**src/rtl/prco_lsu.sv**
```systemverilog
// prco load/store initiator: one memory op in flight, req/ack memory port,
// valid/stalled/ce pipeline handshake towards writeback.
module prco_lsu #(
    parameter int unsigned P_TIMEOUT  = 64,
    parameter int unsigned P_RD_WIDTH = 3
) (
    input  logic                  i_clk,
    input  logic                  i_reset,
    input  logic                  i_p_cp,
    input  logic                  i_p_valid,
    input  logic                  i_p_stalled,
    input  logic                  i_p_ce,
    output logic                  q_p_valid,
    output logic                  q_p_stalled,
    output logic                  q_p_ce,
    input  logic                  i_op_en,
    input  logic                  i_op_we,
    input  logic [15:0]           i_op_addr,
    input  logic [15:0]           i_op_data,
    input  logic [P_RD_WIDTH-1:0] i_op_rd,
    output logic                  q_mem_req,
    output logic                  q_mem_we,
    output logic [15:0]           q_mem_addr,
    output logic [15:0]           q_mem_dina,
    input  logic                  i_mem_ack,
    input  logic [15:0]           i_mem_douta,
    output logic                  q_wb_we,
    output logic [P_RD_WIDTH-1:0] q_wb_rd,
    output logic [15:0]           q_wb_data,
    output logic                  q_err_timeout
);

    typedef enum logic [1:0] {
        S_IDLE,
        S_REQ,
        S_DONE
    } state_t;

    localparam logic [7:0] LP_CNT_LAST = 8'(P_TIMEOUT - 1);

    state_t                  state;
    logic [7:0]              cnt;
    logic                    flush_pend;
    logic [P_RD_WIDTH-1:0]   op_rd;
    logic                    capture;
    logic                    req_end;

    assign q_p_stalled = (q_p_valid && i_p_stalled) || (state != S_IDLE);
    assign q_p_ce      = i_p_valid && !q_p_stalled;
    // a flushed upstream op is offered but never latched
    assign capture     = q_p_ce && !i_p_cp;
    assign req_end     = i_mem_ack || (cnt == LP_CNT_LAST);

    always_ff @(posedge i_clk or negedge i_reset) begin
        if (!i_reset) begin
            state         <= S_IDLE;
            cnt           <= '0;
            flush_pend    <= 1'b0;
            op_rd         <= '0;
            q_p_valid     <= 1'b0;
            q_mem_req     <= 1'b0;
            q_mem_we      <= 1'b0;
            q_mem_addr    <= '0;
            q_mem_dina    <= '0;
            q_wb_we       <= 1'b0;
            q_wb_rd       <= '0;
            q_wb_data     <= '0;
            q_err_timeout <= 1'b0;
        end else begin
            // consumption or flush clears the result; a completion below overrides
            if (i_p_cp || i_p_ce) begin
                q_p_valid <= 1'b0;
                q_wb_we   <= 1'b0;
            end

            case (state)
                S_IDLE: begin
                    if (capture) begin
                        op_rd      <= i_op_rd;
                        cnt        <= '0;
                        flush_pend <= 1'b0;
                        if (i_op_en) begin
                            q_mem_req  <= 1'b1;
                            q_mem_we   <= i_op_we;
                            q_mem_addr <= i_op_addr;
                            q_mem_dina <= i_op_data;
                            state      <= S_REQ;
                        end else begin
                            q_p_valid <= 1'b1;
                            q_wb_we   <= 1'b1;
                            q_wb_rd   <= i_op_rd;
                            q_wb_data <= i_op_data;
                            state     <= S_DONE;
                        end
                    end
                end
                S_REQ: begin
                    if (req_end) begin
                        q_mem_req <= 1'b0;
                        q_mem_we  <= 1'b0;
                        if (!i_mem_ack) begin
                            q_err_timeout <= 1'b1;
                        end
                        // a flush seen at any point during the access discards its result
                        if (flush_pend || i_p_cp) begin
                            state <= S_IDLE;
                        end else begin
                            state     <= S_DONE;
                            q_p_valid <= 1'b1;
                            q_wb_rd   <= op_rd;
                            q_wb_we   <= i_mem_ack && !q_mem_we;
                            if (i_mem_ack && !q_mem_we) begin
                                q_wb_data <= i_mem_douta;
                            end
                        end
                    end else begin
                        cnt <= cnt + 8'd1;
                        if (i_p_cp) begin
                            flush_pend <= 1'b1;
                        end
                    end
                end
                S_DONE: begin
                    state <= S_IDLE;
                end
                default: begin
                    state <= S_IDLE;
                end
            endcase
        end
    end

endmodule

```
**config.mk**
```make
export PLATFORM = sky130hd
export DESIGN_NAME = prco_lsu
export DESIGN_NICKNAME = d
export VERILOG_FILES = /design/src/rtl/prco_lsu.sv
export SDC_FILE = /design/constraint.sdc
export NUM_CORES = 1
export LEC_CHECK = 0
export ABC_AREA = 1
export BUFFER_PORTS_ARGS = -buffer_cell sky130_fd_sc_hd__clkbuf_2
export CORE_UTILIZATION = 40
export CTS_CLUSTER_SIZE = 8
export DETAILED_ROUTE_END_ITERATION = 10
export GPL_TIMING_DRIVEN = 0
export PLACE_DENSITY = 0.65
export SYNTH_ARGS = -nofsm -noshare
export SYNTH_HDL_FRONTEND = slang
export SYNTH_SLANG_ARGS = --single-unit
```
**constraint.sdc**
```tcl
create_clock -name i_clk -period 1.4 [get_ports i_clk]
set_input_delay 0.28 -clock i_clk [delete_from_list [all_inputs] [get_ports i_clk]]
set_output_delay 0.28 -clock i_clk [all_outputs]
set_load 0.05 [all_outputs]
```
## Word level (Yosys, flattened, before mapping)

Cells that the tools add are included.

- Register bits after elaboration: 70
- Input bits: 60
- Output and inout port bits: 58
- Word-level logic and storage cells: 90

- Add/sub/neg operators: 1
- Eq/ne operators: 10
- Mux-type cells: 42
- Bitwise operators: 1
- Reduce and logical (&&, ||, !) cells: 23

Operators with widths:

| kind | number |
|---|---|
| $mux W16 | 5 |
| $pmux W16 S2 | 1 |
| $mux W1 | 18 |
| $mux W8 | 2 |
| $ne A2 B2 Y1 const B | 8 |
| $pmux W8 S2 | 1 |
| $mux W3 | 4 |
| $pmux W1 S2 | 5 |
| $reduce_and A3 Y1 | 3 |
| $add A8 B1 Y8 const B | 1 |
| $eq A8 B6 Y1 const B | 1 |
| $mux W2 | 4 |
| $reduce_and A4 Y1 | 2 |
| $pmux W3 S2 | 1 |
| $reduce_and A6 Y1 | 1 |
| $reduce_and A5 Y1 | 1 |
| $logic_and A1 B1 Y1 | 4 |
| $logic_or A1 B1 Y1 | 4 |
| $pmux W2 S2 | 1 |
| $reduce_and A2 Y1 | 2 |
| $reduce_bool A2 Y1 | 2 |
| $logic_not A1 Y1 | 3 |
| $eq A2 B1 Y1 const B | 1 |
| $logic_not A2 Y1 | 1 |
| $not A1 Y1 | 1 |

## Depth between registers and ports, before layout

Gate-level depths: netlist (run 1).

- Depth in word-level cells: 7
- Depth in mapped cells: 9
- Depth with buffers taken out: 9

## Least setup slack after synthesis (run 1)

No wires, ideal clock.

- Path kind: register -> register
- Start point: register q_p_valid
- End point: register q_mem_addr[0]
- Library setup time: 0.119 ns
- Arrival: 1.657 ns
- Required time: 1.281 ns
- Setup slack: -0.376 ns
- Cell stages (with the launch flop): 10
- Buffers on the path: 1
- Clock period less this slack: 1.776 ns
- Path through: dfrtp_1 nand2_1 nand3_2 inv_2 nand2_2 nor2_8 inv_2 buf_6 nand2_1 nand2_1

- Longest elaborated chain between the ends: 6

Ends and longest elaborated chain:

| what | line | text |
|---|---|---|
| start: declaration | 13 | `output logic q_p_valid,` |
| start signal: assignment | 60 | `q_p_valid <= 1'b0;` |
| start signal: assignment | 72 | `q_p_valid <= 1'b0;` |
| start signal: assignment | 89 | `q_p_valid <= 1'b1;` |
| $logic_and A1 B1 Y1 | 48 | `assign q_p_stalled = (q_p_valid && i_p_stalled) \|\| (state != S_IDLE);` |
| $logic_or A1 B1 Y1 | 48 |  |
| $logic_not A1 Y1 | 49 | `assign q_p_ce = i_p_valid && !q_p_stalled;` |
| $logic_and A1 B1 Y1 | 49 |  |
| net q_p_ce | 15 | `output logic q_p_ce,` |
| $logic_and A1 B1 Y1 | 51 | `assign capture = q_p_ce && !i_p_cp;` |
| $reduce_and A3 Y1 (no line) | - |  |
| end signal: assignment | 85 | `q_mem_addr <= i_op_addr;` |
| end: declaration | 23 | `output logic [15:0] q_mem_addr,` |

The timed path passes the listed nets, and every way through them passes these cells.
A chain may end at the register's enable or synchronous reset.

## Worst setup path after layout (run 1)

- Start point: register state[0]
- End point: register q_mem_dina[9]

- Longest elaborated chain between the ends: 6
- Elaborated cells on any way between the ends: 7
- Those cells by class: reduce/logical (7)

Ends and longest elaborated chain:

| what | line | text |
|---|---|---|
| start: declaration | 41 | `state_t state;` |
| start signal: assignment | 56 | `state <= S_IDLE;` |
| start signal: assignment | 87 | `state <= S_REQ;` |
| start signal: assignment | 93 | `state <= S_DONE;` |
| $reduce_bool A2 Y1 | 48 |  |
| $logic_or A1 B1 Y1 | 48 |  |
| $logic_not A1 Y1 | 49 |  |
| $logic_and A1 B1 Y1 | 49 |  |
| $logic_and A1 B1 Y1 | 51 |  |
| $reduce_and A3 Y1 (no line) * | - |  |
| end signal: assignment | 86 | `q_mem_dina <= i_op_data;` |
| end: declaration | 24 | `output logic [15:0] q_mem_dina,` |

Mark *: on every way between the ends. The rest lies on a longest branch, timed or not.

==> flow_summary.ini, run 1 <==
[floorplanning]
die_y_um = 91.9
dieArea_sq_um = 8450
initial_core_util = 0.417
die_x_um = 91.9
io_pins = 118
core_area_sq_um = 7770
rows = 32

[grt]
overflow = 0
antenna_found_initial = 0
grt_use_total = 0.212
grt_pass1_wl_mm = 13.9
grt_max_degree = 47
grt_pass1_vias = 3001

[layout]
antenna_cells = 0
fill_cells = 676
layout_commonest_cell = nand2_1
fin_area_sq_um = 4910
fin_nets = 633
final_cells = 679
final_layout_size_suffix_gt1_frac = 0.435
layout_common_cells = nand2_1, clkbuf_2, dfrtp_1
area_growth_pct = 51.9

[run_status]
status = complete, but fails checks
failed_checks = negative setup slack

[drt]
wirelength_mm = 9.05
dr.pass1.iters = 4
vias = 3165
drt-initial-drc-count = 132
post_drt_wl_per_cell_um = 13.3
met3_length_um = 511
ant_nets = 0
drc = 0
met2_length_mm = 4.39
routed_via_density = 4.66
wl_met1_mm = 3.98
top_layer = met4

[synthesis]
synthAdderAreaFrac = 0.00387
synth_warnings = 0
synth-xor-area-share = 0.00271
synth_top_family_by_area = simple AND/OR/NAND/NOR gates
synth_nets = 474
ys_seq_area_frac = 0.541
syn_area_sq_um = 3240
synth_cells = 413
ys_ff_latch = 70
yosysTopAreaCell = dfrtp_1
synthMuxAreaShare = 0
yosys.area.top_type_share = 0.541
avgSynthCellArea_sq_um = 7.83
synth.distinct_cells = 27
synth_area_leaders = dfrtp_1, nand2_1, inv_1, nand3_1, buf_6
synth_compound_area_frac = 0.0232
synth_simple_gate_area_share = 0.367

[timing]
whs_ns = 0.132
finalHoldViolCount = 0
post-route-period-util = 1.12
setup_viol = 61
finalMaxSlewViolations = 0
period_needed_ns = 1.57
setup_ws_ns = -0.168
slew_headroom = 0.745
fmax_mhz = 638
rsz0062_at_grt = true
skew_ns = 0.00935
worstMarginPinSlew_ns = 0.382

[clock_tree]
cts_sinks = 70
cts_buffers = 9
htree_levels = 3
cts-root-buf = clkbuf_8
clkTransAtPathRegs_ns = 0.08
clock_latency_ns = 0.34
clock_path_buffers = 2
cts_tree = yes

[critical_path]
crit_arrival_ns = 1.81
crit_type = flip-flop to flip-flop
critical_path.startpoint_type = flip-flop
critPathMaxFanout = 7
critPathRequiredTime_ns = 1.64
crit_path_end_kind = flip-flop

[power]
peakVddDrop_mv = 1.12
p_per_area_nw_per_um2 = 1970
power_leakage_uw = 0.00277
power.total_uw = 9660

[hold_path]
hp-class = input pin to flip-flop

[placed_design]
place_area_sq_um = 4020
dpl.hpwl_mm = 6.12
place.gp.congestion = 0.856
post-place-cells = 633
io_buffers = 117

[flow_run]
max_cap_viol_count = 0
==> final timing paths <==
| kind | start | endpoint | slack, ns | depth (start not counted) |
|---|---|---|---|---|
| worst max-delay path | state[0]$_DFFE_PN0P_ | q_mem_dina[9]$_DFFE_PN0P_ | -0.17 | 10 |
| worst min-delay path | i_op_addr[6] | q_mem_addr[6]$_DFFE_PN0P_ | 0.13 | 3 |
| worst max register to register | state[0]$_DFFE_PN0P_ | q_mem_dina[9]$_DFFE_PN0P_ | -0.17 | 10 |
| worst min register to register | q_mem_req$_DFFE_PN0P_ | q_mem_req$_DFFE_PN0P_ | 0.47 | 2 |
| max in group asynchronous | i_reset | q_p_valid$_DFF_PN0_ | 0.42 | 3 |
| min in group asynchronous | i_reset | q_mem_addr[10]$_DFFE_PN0P_ | 0.42 | 2 |
==> area by class of cell <==
cell class | instances | area [sq um] | area share
clock inverter | 5 | 106 | 0.0216
clock buffer | 11 | 141 | 0.0288
inverter | 23 | 114 | 0.0232
tap | 102 | 128 | 0.0260
sequential | 70 | 1750 | 0.357
buffer | 11 | 125 | 0.0255
multi-input combinational | 306 | 1550 | 0.316
timing repair buffer | 151 | 993 | 0.202
==> where the power goes <==
part / switching (uW) / internal, uW / leakage (uW)
Combinational: 3300 / 1230 / 0.00176
Sequential: 447 / 2670 / 0.000890
Clock: 778 / 1240 / 0.000120
==> layer usage <==
layer  global-route usage  vias up
met5                    0        -
met4               0.0833        0
met3               0.0340       14
met2                0.350      108
met1                0.280     1453
li1                     -     1590
==> Yosys cell counts (all sizes together) <==
| library cell | instances |
|---|---|
| clkbuf | 1 |
| a21oi | 3 |
| buf | 13 |
| ha | 1 |
| a31oi | 1 |
| nand3 | 16 |
| xnor2 | 1 |
| nor2 | 16 |
| nor3 | 1 |
| dfrtp | 70 |
| inv | 23 |
| a31o | 1 |
| nand4 | 5 |
| nor3b | 2 |
| o21ai | 9 |
| nand2 | 250 |
==> logic make-up (layout without fill, tap and decap cells) <==
| group | Yosys count | in the layout |
|---|---|---|
| flops | 70 | 70 |
| xor+xnor | 1 | 1 |
| fa+ha+maj | 1 | 1 |
| compound gates | 14 | 14 |
| simple gates | 290 | 290 |
| buf+inv | 37 | 201 |
==> sequential cells by signal, summed over array words and instances (netlist names) <==
signal,flops
q_mem_addr,16
q_mem_dina,16
q_wb_data,16
cnt,8
op_rd,3
q_wb_rd,3
state,2
flush_pend,1
q_err_timeout,1
q_mem_req,1
q_mem_we,1
q_p_valid,1
q_wb_we,1
==> critical path, cell delays in order (launching register included) <==
cell       delay (ns)
dfrtp_1          0.42
nor2_4           0.15
nand3_4          0.12
inv_8            0.09
buf_12           0.10
nand2_8          0.05
nor2_8           0.18
inv_8            0.08
clkbuf_16        0.17
nand2_1          0.06
nand2_1          0.04
==> what timing repair did <==
action,4_1_cts,5_1_grt
resized for setup,49,66
endpoints found under the setup margin,59,68
pin swaps,10,19
hold buffers,1,0
hold endpoints to repair,24,0
buffers inserted,14,14
cloned,2,3
==> metrics by stage <==
step	setup TNS, ns	setup WS (ns)	utilization
6_report	-6.91	-0.168	0.633
5_1_grt	-11.36	-0.232	0.633
4_1_cts	-7.35	-0.170	0.587
3_5_place_dp	-4.09	-0.147	0.517
3_3_place_gp	-39.78	-0.662	0.514
2_1_floorplan	-2.62	-0.0730	-
Power figures use the tool's default switching activity.
==> run 2: changes to the inputs <==
--- a/config.mk
+++ b/config.mk
@@ -7,9 +7,11 @@
 export LEC_CHECK = 0
 export ABC_AREA = 1
 export BUFFER_PORTS_ARGS = -buffer_cell sky130_fd_sc_hd__clkbuf_2
+export CORE_MARGIN = 2
 export CORE_UTILIZATION = 40
 export CTS_CLUSTER_SIZE = 8
 export DETAILED_ROUTE_END_ITERATION = 10
+export GPL_ROUTABILITY_DRIVEN = 0
 export GPL_TIMING_DRIVEN = 0
 export PLACE_DENSITY = 0.65
 export SYNTH_ARGS = -nofsm -noshare
==> constraint.sdc (replaced) <==
create_clock -name i_clk -period 1.4 [get_ports i_clk]
set_input_delay 0.28 -clock i_clk [delete_from_list [all_inputs] [get_ports i_clk]]
set_output_delay 0.28 -clock i_clk [all_outputs]
set_load 0.005 [all_outputs]
==> run 2 against run 1 <==
Net effect: the flow still finishes with violations (negative setup slack); design area is 9.0% lower; via count is 3.3% lower; cell count is 1.6% lower; worst setup slack better by 0.049 ns.
==> flow_summary.ini, run 2 (same netlist as run 1, synthesis figures left out) <==
[run_status]
status = complete, but fails checks
failed_checks = negative setup slack

[placed_design]
dpl_worst_slack_ns = -0.126
post-place-cells = 633
dpl.hpwl_mm = 6.29
io_buffers = 117

[power]
internal-power_uw = 4480
peakVddDrop_mv = 0.944
p_switching_uw = 2220
p_seq_frac = 0.453
power.switching_fraction = 0.331
power_frac_comb = 0.301
power_leakage_uw = 0.00262
p_per_area_nw_per_um2 = 1500
p_clk_frac = 0.246

[clock_tree]
clkTransAtPathRegs_ns = 0.08
cts_sinks = 70
cts_tree = yes
clock_path_buffers = 2
clock_latency_ns = 0.34
htree_levels = 3
cts-root-buf = clkbuf_8
cts_buffers = 9

[critical_path]
critical_path.startpoint_type = flip-flop
r2r_setup_slack_ns = -0.12
crit_arrival_ns = 1.76
rr_worst_depth = 10
crit_path_end_kind = flip-flop
crit_type = flip-flop to flip-flop
critPathRequiredTime_ns = 1.64
critPathMaxFanout = 9
rr_endpoint = q_wb_data[8]$_DFFE_PN0P_
r2r_start = state[1]$_DFFE_PN0P_

[hold_path]
holdPathEnd = q_mem_addr[3]$_DFFE_PN0P_
holdPathStages = 3
hold_start = i_op_addr[3]
hp-class = input pin to flip-flop

[timing]
skew_ns = 0.00967
period_needed_ns = 1.52
setup_ws_ns = -0.120
slew_headroom = 0.711
fmax_mhz = 658
finalMaxSlewViolations = 0
setup_viol = 50
rsz0062_at_grt = true
worstMarginPinSlew_ns = 0.434
post-route-period-util = 1.09
finalHoldViolCount = 0

[drt]
routed_via_density = 4.58
dr.pass1.iters = 5
ant_nets = 0
post_drt_wl_per_cell_um = 13.0
drc = 0
drt-initial-drc-count = 156
wirelength_mm = 8.71
vias = 3061

[grt]
grt_max_degree = 42
grt_pass1_vias = 2883
grt_pass1_wl_mm = 13.6
antenna_found_initial = 0
overflow = 0
grt_use_total = 0.200

[floorplanning]
io_pins = 118
dieArea_sq_um = 8820
core_area_sq_um = 7770
die_y_um = 93.9
rows = 32
initial_core_util = 0.417
die_x_um = 93.9

[layout]
fin_nets = 622
layout_common_cells = nand2_1, clkbuf_2, dfrtp_1
final_layout_size_suffix_gt1_frac = 0.348
layout_commonest_cell = nand2_1
area_growth_pct = 38.2
final_cells = 668
antenna_cells = 0
fill_cells = 740
register_area_sq_um = 1750
multiInputGateArea_sq_um = 1380
reg.largest.list = q_mem_addr (16), q_mem_dina (16), q_wb_data (16)

[flow_run]
max_cap_viol_count = 0
run 2: cell type report:
cell class,count,share of cell area
clock buffer,10,0.0308
timing repair buffer,137,0.175
multi-input combinational,306,0.309
tap,102,0.0285
inverter,23,0.0227
buffer,14,0.0285
sequential,70,0.392
clock inverter,6,0.0137
run 2: routing by layer:
metal  part of all wire  track usage  routed length, um
met5                  0            0                  0
met4             0.0093       0.0519                 81
met3              0.064       0.0570                555
met2               0.48        0.313               4150
met1               0.45        0.274               3920
run 2: worst max path at each step:
stage	startpoint	endpoint	slack, ns
6_report	state[1]$_DFFE_PN0P_	q_wb_data[8]$_DFFE_PN0P_	-0.12
2_1_floorplan	state[0]$_DFFE_PN0P_	q_mem_addr[0]$_DFFE_PN0P_	0.09
3_5_place_dp	state[1]$_DFFE_PN0P_	q_wb_we$_DFF_PN0_	-0.13
3_3_place_gp	i_reset	q_wb_data[8]$_DFFE_PN0P_	-0.53
5_1_grt	state[1]$_DFFE_PN0P_	q_wb_data[9]$_DFFE_PN0P_	-0.20
4_1_cts	state[1]$_DFFE_PN0P_	q_p_ce	-0.09
run 2: power groups by stage:
stage / combinational (uW) / sequential [uW] / clock, uW
floorplan: 816 / 3080 / 0
global placement: 1800 / 3040 / 0
detailed placement: 1850 / 3060 / 0
CTS: 1910 / 3030 / 1680
global route: 2310 / 3110 / 1780
finish: 2020 / 3030 / 1650
run 2: critical path, stage by stage, from the launching register on:
cell	delay, ns
dfrtp_1	0.43
nor2_2	0.13
nand3_2	0.12
buf_4	0.16
nor2_4	0.09
nand2_2	0.08
nand2_4	0.11
inv_6	0.06
buf_4	0.15
nand2_1	0.06
nand2_1	0.04
run 2: repair_timing:
action                     4_1_cts  5_1_grt
hold buffers                     1        0
cloned                           1        1
hold endpoints to repair        29        0
pin swaps                        2        4
resized for setup               21       25
setup endpoints to repair       62       69
setup buffers                    6       10
run 2: stage by stage:
stage | hold WS (ns) | cell area (sq um) | util | setup TNS [ns] | power (uW)
floorplan | -0.0156 | 3240 | - | 0 | 3900
global placement | 0.455 | 3950 | 0.508 | -40.86 | 4840
detailed placement | 0.276 | 3970 | 0.511 | -4.81 | 4900
CTS | 0.122 | 4290 | 0.552 | -1.91 | 6630
global route | 0.121 | 4470 | 0.576 | -8.71 | 7200
finish | 0.132 | 4470 | 0.576 | -2.81 | 6700
==> run 3: changes to the inputs <==
--- a/config.mk
+++ b/config.mk
@@ -13,6 +13,7 @@
 export DETAILED_ROUTE_END_ITERATION = 10
 export GPL_ROUTABILITY_DRIVEN = 0
 export GPL_TIMING_DRIVEN = 0
+export MAX_ROUTING_LAYER = met4
 export PLACE_DENSITY = 0.65
 export SYNTH_ARGS = -nofsm -noshare
 export SYNTH_HDL_FRONTEND = slang
==> run 3 against run 2 <==
Net effect: first-iteration DRC count up 3.8%; non-clock buffer count unchanged; power about the same; via count up 0.26%; critical endpoint unchanged; the run still ends with negative setup slack left.
==> flow_summary.ini, run 3 (same netlist as run 1, synthesis figures left out) <==
[timing]
worstMarginPinSlew_ns = 0.435
post-route-period-util = 1.08
finalMaxSlewViolations = 0
setup_viol = 50
setup_ws_ns = -0.113
rsz0062_at_grt = true
period_needed_ns = 1.51
setup_tns_ns = -2.52
fmax_mhz = 661
finalHoldViolCount = 0
slew_headroom = 0.710
skew_ns = 0.00945

[grt]
grt_max_degree = 42
grt_pass1_vias = 2885
antenna_found_initial = 0
overflow = 0
grt_use_total = 0.206
grt_pass1_wl_mm = 13.6

[run_status]
status = complete, but fails checks
failed_checks = negative setup slack

[clock_tree]
clkTransAtPathRegs_ns = 0.08
cts_buffers = 9
clock_path_buffers = 2
cts_tree = yes
htree_levels = 3
cts-root-buf = clkbuf_8
clock_latency_ns = 0.34
cts_sinks = 70

[critical_path]
crit_type = flip-flop to flip-flop
critPathRequiredTime_ns = 1.64
crit_arrival_ns = 1.75
critPathMaxFanout = 9
critical_path.startpoint_type = flip-flop
crit_path_end_kind = flip-flop

[drt]
dr.pass1.iters = 5
post_drt_wl_per_cell_um = 13.1
drt-initial-drc-count = 162
routed_via_density = 4.59
wirelength_mm = 8.73
vias = 3069
drc = 0
ant_nets = 0

[layout]
fin_nets = 622
layout_commonest_cell = nand2_1
fin_util = 0.576
antenna_cells = 0
reg.largest.list = q_mem_addr (16), q_mem_dina (16), q_wb_data (16)
fill_cells = 740
layout_common_cells = nand2_1, clkbuf_2, dfrtp_1
final_layout_size_suffix_gt1_frac = 0.348
area_growth_pct = 38.2
register_area_sq_um = 1750
multiInputGateArea_sq_um = 1380

[power]
p_switching_uw = 2220
power.total_uw = 6710
p_clk_frac = 0.246
p_per_area_nw_per_um2 = 1500
power_frac_comb = 0.301
internal-power_uw = 4480
peakVddDrop_mv = 0.946
power_leakage_uw = 0.00262
power.switching_fraction = 0.332
p_seq_frac = 0.453

[floorplanning]
dieArea_sq_um = 8820
rows = 32
core_area_sq_um = 7770
die_y_um = 93.9
initial_core_util = 0.417
die_x_um = 93.9
io_pins = 118

[flow_run]
max_cap_viol_count = 0

[hold_path]
hp-class = input pin to flip-flop

[placed_design]
dpl.hpwl_mm = 6.29
io_buffers = 117
## run 3: power by group through the flow
stage	logic (uW)	registers, uW	clock network [uW]
2_1_floorplan	816	3080	0
3_3_place_gp	1800	3040	0
5_1_grt	2310	3110	1780
6_report	2020	3040	1650
4_1_cts	1910	3030	1680
3_5_place_dp	1850	3060	0
## run 3: metrics by stage
stage / cells / hold slack, ns / worst slack, ns / cell area [sq um]
2_1_floorplan: 413 / -0.0156 / 0.0862 / 3240
3_3_place_gp: 632 / 0.455 / -0.534 / 3950
3_5_place_dp: 633 / 0.276 / -0.126 / 3970
4_1_cts: 657 / 0.122 / -0.0873 / 4290
5_1_grt: 668 / 0.121 / -0.197 / 4470
6_report: 668 / 0.130 / -0.113 / 4470
## run 3: critical path, stage by stage (launching register included)
cell and delay (ns):
dfrtp_1 0.43, nor2_2 0.13, nand3_2 0.11, buf_4 0.16
nor2_4 0.09, nand2_2 0.08, nand2_4 0.11, inv_6 0.06
buf_4 0.15, nand2_1 0.06, nand2_1 0.04
## run 3: path summary, 6_finish.rpt
path | startpoint | to | slack (ns) | cells past startpoint
max | state[1]$_DFFE_PN0P_ | q_wb_data[8]$_DFFE_PN0P_ | -0.11 | 10
min | i_op_addr[3] | q_mem_addr[3]$_DFFE_PN0P_ | 0.13 | 3
max reg2reg | state[1]$_DFFE_PN0P_ | q_wb_data[8]$_DFFE_PN0P_ | -0.11 | 10
min reg2reg | q_wb_data[13]$_DFFE_PN0P_ | q_wb_data[13]$_DFFE_PN0P_ | 0.47 | 2
max in group asynchronous | i_reset | q_mem_dina[5]$_DFFE_PN0P_ | 0.39 | 3
min in group asynchronous | i_reset | q_mem_addr[12]$_DFFE_PN0P_ | 0.44 | 2
## run 3: per-layer routing
metal  routed length (um)  global-route usage
met5                    0                   -
met4                   86              0.0519
met3                  498              0.0506
met2                 4130               0.313
met1                 4020               0.278
## run 3: cell type report
class | instances | area share
Buffer | 14 | 0.0285
Clock buffer | 10 | 0.0308
Clock inverter | 6 | 0.0137
Inverter | 23 | 0.0227
Multi-Input combinational cell | 306 | 0.309
Sequential cell | 70 | 0.392
Tap cell | 102 | 0.0285
Timing Repair Buffer | 137 | 0.175
## run 3: repair_timing
action / 4_1_cts / 5_1_grt
setup buffers: 6 / 10
endpoints found under the hold margin: 29 / 0
hold buffers: 1 / 0
cloned: 1 / 1
endpoints found under the setup margin: 62 / 69
gates resized for setup: 21 / 25
pin swaps: 2 / 4
